--- src/rtl/xcorr_peak_detect.sv ---
// Cross-correlation peak detector.
// Takes the complex IFFT correlation stream and finds the largest |I|+|Q|
// sample in each frame. For every frame it reports that peak, the index of
// the peak, the frame's block exponent, a threshold detection flag and a
// frame-length error flag. The block is a two-stage pipeline: stage 1
// registers the magnitude, and stage 2 does the compare/accumulate and
// writes the report.
module xcorr_peak_detect #(
  parameter int FRAME_LEN = 1024,
  parameter int IDX_W     = 10
) (
  input  logic               clk,
  input  logic               rst,
  input  logic               ival,
  input  logic signed [15:0] idata_i,
  input  logic signed [15:0] idata_q,
  input  logic [4:0]         iexp,
  input  logic               ieop,
  input  logic [31:0]        ithr,
  output logic               oval,
  output logic [16:0]        opeak,
  output logic [IDX_W-1:0]   oidx,
  output logic [4:0]         oexp,
  output logic               odet,
  output logic               oerr
);

  // state | meaning
  // IDLE  | no frame open; the next valid sample starts a frame
  // ACC   | frame open; tracking max, its index and the sample count
  localparam logic [0:0] ST_IDLE = 1'b0;
  localparam logic [0:0] ST_ACC  = 1'b1;

  localparam logic [IDX_W:0] FRAME_LEN_C = FRAME_LEN[IDX_W:0];

  logic [16:0]      w_abs_i;
  logic [16:0]      w_abs_q;
  logic [16:0]      w_mag;

  logic             r_s1_val;
  logic             r_s1_eop;
  logic [16:0]      r_s1_mag;
  logic [4:0]       r_s1_exp;

  logic [0:0]       r_state;
  logic [16:0]      r_max;
  logic [IDX_W-1:0] r_idx;
  logic [IDX_W-1:0] r_cnt;
  logic [4:0]       r_exp;

  logic             w_first;
  logic             w_gt;
  logic [16:0]      w_cand_max;
  logic [IDX_W-1:0] w_cand_idx;
  logic [IDX_W:0]   w_cnt_next;
  logic [4:0]       w_cand_exp;
  logic             w_full;
  logic             w_close;
  logic             w_err;
  logic [47:0]      w_shifted;
  logic             w_det;

  logic             r_oval;
  logic [16:0]      r_opeak;
  logic [IDX_W-1:0] r_oidx;
  logic [4:0]       r_oexp;
  logic             r_odet;
  logic             r_oerr;

  // |x| is taken in 17 bits, so -32768 becomes +32768 with no saturation.
  assign w_abs_i = idata_i[15] ? (17'd0 - {idata_i[15], idata_i}) : {1'b0, idata_i};
  assign w_abs_q = idata_q[15] ? (17'd0 - {idata_q[15], idata_q}) : {1'b0, idata_q};
  assign w_mag   = w_abs_i + w_abs_q;

  // Stage 1: register the magnitude and the sample qualifiers. An eop without
  // ival is dropped here.
  always_ff @(posedge clk) begin
    if (rst) begin
      r_s1_val <= 1'b0;
      r_s1_eop <= 1'b0;
      r_s1_mag <= '0;
      r_s1_exp <= '0;
    end else begin
      r_s1_val <= ival;
      r_s1_eop <= ival & ieop;
      r_s1_mag <= w_mag;
      r_s1_exp <= iexp;
    end
  end

  // Stage 2 candidate values. A sample arriving in IDLE is treated as index 0
  // and always wins the compare. Because the compare is strict, a tie keeps
  // the earlier index.
  assign w_first    = (r_state == ST_IDLE);
  assign w_gt       = w_first | (r_s1_mag > r_max);
  assign w_cand_max = w_gt ? r_s1_mag : r_max;
  assign w_cand_idx = w_first ? '0 : (w_gt ? r_cnt : r_idx);
  assign w_cnt_next = w_first ? {{IDX_W{1'b0}}, 1'b1} : ({1'b0, r_cnt} + 1'b1);
  assign w_cand_exp = w_first ? r_s1_exp : r_exp;
  assign w_full     = (w_cnt_next == FRAME_LEN_C);
  assign w_close    = r_s1_val & (r_s1_eop | w_full);
  assign w_err      = ~(r_s1_eop & w_full);
  assign w_shifted  = {31'b0, w_cand_max} << w_cand_exp;
  assign w_det      = (w_shifted >= {16'b0, ithr});

  // Stage 2 frame accumulator. Closing a frame clears everything, so the next
  // valid sample (even on the very next cycle) opens a fresh frame.
  always_ff @(posedge clk) begin
    if (rst) begin
      r_state <= ST_IDLE;
      r_max   <= '0;
      r_idx   <= '0;
      r_cnt   <= '0;
      r_exp   <= '0;
    end else if (r_s1_val) begin
      if (w_close) begin
        r_state <= ST_IDLE;
        r_max   <= '0;
        r_idx   <= '0;
        r_cnt   <= '0;
        r_exp   <= '0;
      end else begin
        r_state <= ST_ACC;
        r_max   <= w_cand_max;
        r_idx   <= w_cand_idx;
        r_cnt   <= w_cnt_next[IDX_W-1:0];
        r_exp   <= w_cand_exp;
      end
    end
  end

  // Report registers: a one-cycle strobe, and the fields hold until the next
  // close.
  always_ff @(posedge clk) begin
    if (rst) begin
      r_oval  <= 1'b0;
      r_opeak <= '0;
      r_oidx  <= '0;
      r_oexp  <= '0;
      r_odet  <= 1'b0;
      r_oerr  <= 1'b0;
    end else begin
      r_oval <= w_close;
      if (w_close) begin
        r_opeak <= w_cand_max;
        r_oidx  <= w_cand_idx;
        r_oexp  <= w_cand_exp;
        r_odet  <= w_det;
        r_oerr  <= w_err;
      end
    end
  end

  assign oval  = r_oval;
  assign opeak = r_opeak;
  assign oidx  = r_oidx;
  assign oexp  = r_oexp;
  assign odet  = r_odet;
  assign oerr  = r_oerr;

endmodule

--- config.mk ---
export PLATFORM = sky130hd
export DESIGN_NAME = xcorr_peak_detect
export DESIGN_NICKNAME = d
export VERILOG_FILES = /design/src/rtl/xcorr_peak_detect.sv
export SDC_FILE = /design/constraint.sdc
export NUM_CORES = 1
export LEC_CHECK = 0
export CORE_ASPECT_RATIO = 0.75
export CORE_MARGIN = 4
export CORE_UTILIZATION = 61
export DETAILED_ROUTE_END_ITERATION = 10
export HOLD_SLACK_MARGIN = 0.15
export PLACE_DENSITY = 0.95
export SYNTH_ARGS = -nofsm -noshare
export SYNTH_HDL_FRONTEND = slang
export SYNTH_SLANG_ARGS = --single-unit
--- constraint.sdc ---
create_clock -name clk -period 9.3 [get_ports clk]
set_clock_uncertainty 0.1 [all_clocks]
set_input_delay 2.325 -clock clk [delete_from_list [all_inputs] [get_ports clk]]
set_output_delay 2.325 -clock clk [all_outputs]
set_load 0.05 [all_outputs]
==> flow_summary.ini <==
[clock_network]
cts_made_buffers = 9
tritoncts = done
clockBufferDepth = 2
clkTransAtPathRegs_ps = 70
holdBufCountCts = 0
cts_setup_buffers = 0
insertion_delay_ps = 340
ctsRootBufferMaster = clkbuf_16
postCtsResizedCells = 0
h-tree-depth = 3
clock_sinks = 102

[synthesis]
async_flop_share = 0
synthCells = 1009
syn_avg_cell_area_um2 = 7.85
synth_xor_area_frac = 0.0409
synth_seq_cells = 102
synth-edff-count = 0
synth_compound_area_frac = 0.207
yosysTopAreaCellShare = 0.258
yosys_warnings = 0
synth_top_family_by_area = compound AO/OA/AOI/OAI gates
synth_top_area_cell = dfxtp_1
synthMuxAreaShare = 0.121
synth_nets = 1151
synth-simple-area-share = 0.199
synth_area_mm2 = 0.00792
synth-seq-area-share = 0.258
yosysMostFrequentCell = nor2_1
yosys-top-cells-count = nor2_1, dfxtp_1, nand2_1
synth_cell_types = 71
synth-adder-area-share = 0.110
synthTopCellsByArea = dfxtp_1, ha_1, nor2_1
dominantRegCellSynth = dfxtp_1

[timing]
fin_setup_tns_ps = 0
min_period_over_period = 0.657
slew_violations = 0
holdWs_ps = 356
hold_viol_final = 0
setup_viol = 0
slew_headroom = 0.173
fmax_ghz = 0.164
worstMarginPinSlew_ps = 1230
final.min_clock_period_ps = 6110
rsz0062_at_grt = false

[worst_setup_path]
crit_path_max_fanout = 16
crit_required_ps = 9380
arrival_ps = 6190
max_stage_delay_ps = 680
critical_path.top_delay_family = compound AO/OA/AOI/OAI gates
crit_buf_inv = 2
critPathLaunch = idata_i[15]
path_class = input pin to flop
cp-start-kind = input pin
path_cells = clkdlybuf4s50_1, o21ai_0, inv_1, fa_1, nor2b_1, o21ai_0, a21boi_0, o21ai_0, a21boi_0, o2111ai_1, a31oi_1, a31oi_1, xnor2_1, nor2_1
rr_startpoint = r_state
end_kind = flop
rrSetupSlack_ps = 3250
cp_slowest_cell = clkdlybuf4s50_1
crit_top_cell = o21ai_0

[power]
power.density_mw_per_mm2 = 161
finalPower_mw = 1.50
p_leak_nw = 3.77
peakVddDrop_uv = 122

[placement]
gp_congestion = 0.940
place_hpwl_um = 15900
place_area_mm2 = 0.00904
port_buffers = 107

[grt]
antenna_found_initial = 0
use_met1 = 0.370
overflow = 0
gr-usage-met3 = 0.0918
grt_pass1_vias = 7509
busiest_layer = met2
track_usage = 0.285
grt_pass1_wl_um = 35800
grt_max_degree = 104
globalRouteMet2Util = 0.457

[worst_hold_path]
hp-class = flop to flop
hp-start = oidx[4]

[cells_and_area]
multi_input_area_mm2 = 0.00538
fin_nets = 1224
stdcell_area_mm2 = 0.00934
final_layout_size_suffix_gt1_frac = 0.0599
area_delta_synth_final_pct = 17.9
ff_latch_area_mm2 = 0.00204
final.fill_count = 895
diodes = 0

[floorplan]
die_area_mm2 = 0.0149
die_x_um = 140
boundaryPins = 108
rows = 35
core_mm2 = 0.0125
die_h_um = 107
initial_core_util = 0.634

[route]
wl_um = 21900
wl_per_cell_um = 17.5
vias = 7878
ant_nets = 0
drt_iter0_drc = 951
viasPerCell = 6.29
drtPass1Iterations = 6
drc = 0

[job]
maxCapViolations = 0

[status]
status = complete, no violations
-- logic make-up (layout without fill, tap and decap cells) --
family	Yosys count	count (layout)
flops	102	102
fa+ha+maj	69	69
buf+inv	126	203
simple gates	345	345
mux	76	76
compound gates	254	254
xor+xnor	37	37
-- final timing paths --
| path | to | depth (start not counted) |
|---|---|---|
| max | r_s1_mag[14] | 14 |
| min | oidx[4] | 2 |
| max reg2reg | odet | 18 |
| min reg2reg | oidx[4] | 2 |
-- routing by layer --
| metal | vias up | part of all wire |
|---|---|---|
| met4 | 0 | 0.024 |
| li1 | 3743 | - |
| met1 | 3592 | 0.41 |
| met5 | - | 0 |
| met3 | 83 | 0.12 |
| met2 | 460 | 0.45 |
-- cell type report --
type | count | area share
sequential | 102 | 0.219
inverter | 71 | 0.0285
multi-input combinational | 781 | 0.576
timing repair buffer | 117 | 0.122
clock buffer | 10 | 0.0245
tap | 166 | 0.0222
clock inverter | 5 | 0.00804
-- metrics by stage --
step,cells,setup WS (ps),util
after floorplan,1009,4090,-
after global placement,1237,3350,0.724
after detailed placement,1237,2970,0.724
after CTS,1252,3290,0.748
after global routing,1252,2780,0.748
final,1252,3190,0.748
-- tightest hold or removal path, stage by stage, from the launching register on --
cell and delay (ps):
dfxtp_1 310, nand2_1 50, a21oi_1 50
-- where the power goes --
part           switching, mW  internal, mW
Clock                  0.156         0.233
Sequential            0.0416         0.463
Combinational          0.347         0.260
-- sequential cells by signal, summed over array words and instances (netlist names), 5 cells and up --
signal	flops
oidx	10
oexp	5
opeak	17
r_exp	5
r_cnt	10
r_s1_mag	17
r_max	17
r_idx	10
r_s1_exp	5
-- cell usage in the layout, fill, tap and decap left out, types with 13 or more instances in the layout --
| cell | netlist | final |
|---|---|---|
| a211oi_1 | 32 | 32 |
| a21o_1 | 14 | 14 |
| a21oi_1 | 73 | 73 |
| a22oi_1 | 26 | 26 |
| clkdlybuf4s50_1 | 0 | 106 |
| dfxtp_1 | 102 | 102 |
| ha_1 | 68 | 68 |
| inv_1 | 70 | 70 |
| mux2_2 | 13 | 13 |
| mux2i_1 | 47 | 46 |
| nand2_1 | 86 | 86 |
| nand3_1 | 19 | 19 |
| nor2_1 | 151 | 150 |
| nor3_1 | 19 | 19 |
| o21ai_0 | 39 | 39 |
| xnor2_1 | 32 | 32 |
Power figures use the tool's default switching activity.
